File: src/rtl/onehot2bin_serializer.sv
// -----------------------------------------------------------------------------
// onehot2bin_serializer
//
// Captures a one-hot (or multi-hot) request vector and serializes its set bits
// as binary indices, lowest index first, under a valid/ready handshake.
//
// Two-state machine:
//   IDLE  - waits for enable=1 with a non-zero req_in, then loads the pending
//           vector and moves to SERVE.
//   SERVE - offers the lowest pending index. Each accepted beat clears that bit.
//           The last accepted beat returns the machine to IDLE.
//           req_in and enable are ignored in this state.
//
// The outputs are decoded only from registered state and the pending vector.
// There is no combinational path from req_in to any output.
//
// Configuration:
//   ONEHOT_STRICT_EN - strict one-hot mode. A captured vector with more than one
//                      bit set raises the sticky err_multi flag. Only the lowest
//                      set bit is loaded. When undefined, every set bit is served
//                      in ascending order and err_multi is tied to 0.
//
// Parameters:
//   k          binary index width; N = 2**k request lines
//
// Ports:
//   clk        clock, rising-edge active
//   rst_n      asynchronous active-low reset
//   enable     capture qualifier (used only in IDLE)
//   req_in     [N-1:0] request vector; bit i requests index i
//   ready_in   downstream accepts idx_out when valid_out is also high
//   idx_out    [k-1:0] index currently offered
//   valid_out  idx_out holds a valid index
//   busy       captured vector still has unserved bits (state == SERVE)
//   err_multi  sticky multi-hot capture flag (strict mode only)
// -----------------------------------------------------------------------------
module onehot2bin_serializer #(
  parameter  int k = 6,
  localparam int N = 2**k
) (
  input  logic         clk,
  input  logic         rst_n,
  input  logic         enable,
  input  logic [N-1:0] req_in,
  input  logic         ready_in,
  output logic [k-1:0] idx_out,
  output logic         valid_out,
  output logic         busy,
  output logic         err_multi
);

  typedef enum logic {
    IDLE  = 1'b0,
    SERVE = 1'b1
  } state_t;

  localparam logic [N-1:0] ONE = N'(1);

  state_t       state, state_nxt;
  logic [N-1:0] pend, pend_nxt;
  logic [N-1:0] load_vec;

  // x & (x - 1) clears the lowest set bit. It is used to retire the bit just served.
`ifdef ONEHOT_STRICT_EN
  logic err_q, err_nxt;
  logic multi_hot;

  // Keep only the lowest set bit of the request vector.
  assign load_vec  = req_in & (~req_in + ONE);
  assign multi_hot = (req_in & (req_in - ONE)) != '0;
  assign err_multi = err_q;
`else
  assign load_vec  = req_in;
  assign err_multi = 1'b0;
`endif

  // ---------------------------------------------------------------------------
  // State register
  // ---------------------------------------------------------------------------
  // NOTE: sequential state is updated with non-blocking assignments, so every
  // register samples the pre-edge values of the others.
  always_ff @(posedge clk or negedge rst_n) begin
    if (!rst_n) begin
      state <= IDLE;
      pend  <= '0;
    end else begin
      state <= state_nxt;
      pend  <= pend_nxt;
    end
  end

`ifdef ONEHOT_STRICT_EN
  always_ff @(posedge clk or negedge rst_n) begin
    if (!rst_n) err_q <= 1'b0;
    else        err_q <= err_nxt;
  end
`endif

  // ---------------------------------------------------------------------------
  // Next-state logic
  // ---------------------------------------------------------------------------
  // NOTE: every signal written here gets a default first. A path that does not
  // assign a signal would otherwise infer a latch.
  always_comb begin
    state_nxt = state;
    pend_nxt  = pend;
`ifdef ONEHOT_STRICT_EN
    err_nxt   = err_q;
`endif
    unique case (state)
      IDLE: begin
        if (enable && (req_in != '0)) begin
          state_nxt = SERVE;
          pend_nxt  = load_vec;
`ifdef ONEHOT_STRICT_EN
          if (multi_hot) err_nxt = 1'b1;
`endif
        end
      end
      SERVE: begin
        // valid_out is always high in SERVE. A ready beat is therefore an
        // accepted transfer.
        if (ready_in) begin
          pend_nxt = pend & (pend - ONE);
          if ((pend & (pend - ONE)) == '0) state_nxt = IDLE;
        end
      end
      default: begin
        state_nxt = IDLE;
        pend_nxt  = '0;
      end
    endcase
  end

  // ---------------------------------------------------------------------------
  // Output decode
  // ---------------------------------------------------------------------------
  // Priority encoder for the lowest set bit. The loop runs from the top down,
  // so the lowest index is the last assignment and wins.
  always_comb begin
    idx_out   = '0;
    valid_out = 1'b0;
    busy      = 1'b0;
    if (state == SERVE) begin
      valid_out = 1'b1;
      busy      = 1'b1;
      for (int i = N - 1; i >= 0; i--) begin
        if (pend[i]) idx_out = k'(i);
      end
    end
  end

endmodule

File: config.mk
export PLATFORM = sky130hd
export DESIGN_NAME = onehot2bin_serializer
export DESIGN_NICKNAME = d
export VERILOG_FILES = /design/src/rtl/onehot2bin_serializer.sv
export SDC_FILE = /design/constraint.sdc
export NUM_CORES = 1
export LEC_CHECK = 0
export CORE_MARGIN = 2
export CORE_UTILIZATION = 59
export CTS_CLUSTER_DIAMETER = 50
export DETAILED_ROUTE_END_ITERATION = 12
export MAX_ROUTING_LAYER = met4
export PLACE_DENSITY = 0.9
export SETUP_SLACK_MARGIN = 0.5
export SKIP_LAST_GASP = 1
export SLEW_MARGIN = 30
export SYNTH_ARGS = -nofsm -noshare
export SYNTH_HDL_FRONTEND = slang
export SYNTH_SLANG_ARGS = --single-unit
export TNS_END_PERCENT = 50
File: constraint.sdc
create_clock -name clk -period 7.7 [get_ports clk]
set_clock_uncertainty 0.2 [all_clocks]
set_input_delay 0.77 -clock clk [delete_from_list [all_inputs] [get_ports clk]]
set_output_delay 0.77 -clock clk [all_outputs]
set_load 0.03 [all_outputs]
==> run_results.csv <==
group,metric,value,unit
synth,synth_flop_cell,"dfrtp_1",
power,p_leak,2.25,nW
cts,postCtsHoldBufs,0,
critical_path,startpoint_type,"primary input",
outcome,status,"finished, final reports clean",
cts,path_clk_slew,70,ps
critical_path,r2r_slack,3710,ps
final_layout,multi_input_area,2900,um2
detailed_routing,drc,0,
sta,min_period,4480,ps
placed_design,gp_congestion,1.01,
synth,synth_nets,650,
detailed_routing,avgRoutedWirePerCell,21.6,um
synth,yosysWarnings,0,
synth,synth_edf_count,0,
final_layout,drive_gt1_frac,0.0641,
final_layout,nNetsFinal,703,
cts,cts_tree,"done",
sta,relSlewSlack,0.380,
synth,synth_common_cells,"81 x o21ai_0, 65 x dfrtp_1, 61 x nand2_1, 44 x nor2_1, 39 x a22o_1",
critical_path,required,7770,ps
placed_design,place_hpwl,11300,um
sta,fin_tns_setup,0,ps
synth,ys_ff_latch,65,
cts,clock_path_buffers,2,
critical_path,crit_fanout,69,
min_path,min_path_type,"primary input to async pin",
critical_path,worst-setup-path-type,"primary input to register",
cts,htree_levels,3,
sta,setup-violations-final,0,
critical_path,critPathCapture,"pend[50]",
floorplan,dieArea,8750,um2
sta,hold_viol,0,
synth,synth_seq_area_share,0.344,
final_layout,fill_cells,609,
synth,synth.most_common_cell,"o21ai_0",
critical_path,r2r_start,"pend[11]",
sta,rsz0062_at_grt,"false",
sta,finalCritPeriodShare,0.582,
synth,synth_top_cell_by_area,"dfrtp_1",
detailed_routing,routed_via_density,7.06,
detailed_routing,routed_wl,16100,um
detailed_routing,drt_iter0_markers,592,
sta,drv_slew,0,
synth,syn_inst,582,
synth,syn_area,4730,um2
detailed_routing,vias,5236,
global_route,grt_usage,0.385,
floorplan,core,7770,um2
global_route,antenna_found_initial,0,
critical_path,critPathLaunch,"req_in[11]",
critical_path,r2r-end,"state",
floorplan,die_w,93.6,um
power,cellPowerDensity,320,nW/um2
placed_design,dpl_cell_area,5490,um2
cts,clock_latency,360,ps
floorplan,ios,77,
cts,cts_root_buffer,"clkbuf_8",
floorplan,rows,32,
detailed_routing,antenna_left,0,
critical_path,cp-end-kind,"register",
cts,cts_setup_buffers,0,
cts,post_cts_resized,0,
cts,cts-buffers-inserted,9,
synth,async_flop_share,1.00,
floorplan,die_y,93.6,um
final_layout,stdcell_area,5680,um2
final_layout,ff_latch_area,1630,um2
detailed_routing,drt_first_pass_iters,6,
synth,synthDistinctLibCells,63,
final_layout,final_core_util,0.731,
synth,avgSynthCellArea,8.13,um2
synth,synth_top_area_share,0.344,
final_layout,areaGrowthSynthToFinish,20.0,%
sta,worst_pin_slew,927,ps
global_route,grt_pass1_wl,25200,um
power,ir_drop,0.000217,V
global_route,grt_remaining_overflow,0,
placed_design,port_buffers,75,
final_layout,n_antenna_cell,0,
global_route,grt_max_degree,70,
global_route,grt_pass1_vias,4764,
synth,synthTopCellsByArea,"dfrtp_1 34%, o21ai_0 8.6%, a22o_1 7.2%",
critical_path,arrival,4540,ps
sta,fmax,0.223,GHz
critical_path,timing.reg2reg.worst_path_depth,8,
run,cap_viol_max_count,0,
floorplan,start_util,0.609,
cts,cts.sinks,65,
-- layout make-up --
class / instances / area share
inverters: 15 / 0.00991
clock inverters: 3 / 0.00419
repair buffers: 79 / 0.137
multi-input cells: 465 / 0.511
flip-flops and latches: 65 / 0.286
clock buffers: 13 / 0.0297
well taps: 102 / 0.0225
-- metrics by stage --
step                      power, W  instances  hold WS, ps  setup slack (ps)
after floorplan            0.00121        582          274              4280
after global placement     0.00148        726          344              2850
after detailed placement   0.00149        726          364              3030
after CTS                  0.00179        742          392              3370
after global routing       0.00193        742          421              3110
final                      0.00182        742          397              3220
-- cell usage in the layout, fill, tap and decap left out, types with 3 or more instances in the layout --
cell type / Yosys / final
a211oi_1: 3 / 3
a21o_1: 7 / 7
a21oi_1: 28 / 28
a22o_1: 39 / 39
a31oi_1: 5 / 5
buf_4: 2 / 4
clkbuf_8: 0 / 12
clkdlybuf4s50_1: 0 / 74
dfrtp_1: 65 / 65
inv_1: 15 / 15
maj3_1: 3 / 3
mux2i_1: 19 / 19
nand2_1: 61 / 61
nand2b_1: 3 / 3
nand4_1: 10 / 10
nor2_1: 44 / 42
nor3_1: 22 / 22
nor4_1: 32 / 32
o2111ai_1: 4 / 4
o211ai_1: 3 / 3
o21a_1: 8 / 8
o21ai_0: 81 / 81
o21bai_1: 3 / 3
o22a_1: 3 / 3
o22ai_1: 4 / 4
o31ai_1: 6 / 6
o41ai_1: 3 / 3
or2_2: 5 / 5
or3_1: 6 / 6
or4_1: 12 / 12
or4_4: 3 / 3
-- kinds of logic (layout without fill, tap and decap cells) --
family	count (synthesis)	in the layout	synth area share
adder cells (fa/ha/maj)	3	3	0.00635
multiplexers	19	19	0.0402
buffers and inverters	52	110	0.0444
flip-flops	65	65	0.344
other	1	1	0.000792
AO/OA/AOI/OAI	219	219	0.305
AND/OR/NAND/NOR	223	223	0.259
-- critical path, cell delays in order --
cell and delay [ps]:
clkdlybuf4s50_1 420, nor4_1 670, nand4_1 300, or4_1 590
and3_2 240, buf_4 380, nor2_1 830, a21oi_1 80
o21ai_0 240
-- per-layer routing --
layer	up-vias	GRT usage	part of all wire
met3	43	0.105	0.11
met2	352	0.546	0.44
met5	-	-	0
li1	2352	-	-
met4	0	0.128	0.027
met1	2489	0.535	0.42
-- power by group --
group / internal, W / switching (W)
Combinational: 0.000376 / 0.000472
Sequential: 0.000451 / 0.000230
Clock: 0.000144 / 0.000145
Total: 0.000971 / 0.000847
-- state kept, by name (all words and copies together), names as in the netlist --
name,count
pend,64
state,1
-- worst min-delay path by stage --
stage / startpoint / end / slack, ps / cells past startpoint
after floorplan: rst_n / pend[0] / 270 / 0
after global placement: pend[60] / pend[60] / 340 / 1
after detailed placement: pend[60] / pend[60] / 360 / 1
after CTS: pend[60] / pend[60] / 390 / 1
after global routing: pend[60] / pend[60] / 420 / 1
final: rst_n / pend[51] / 400 / 2
Note: power is estimated with default switching activity, not from simulation.
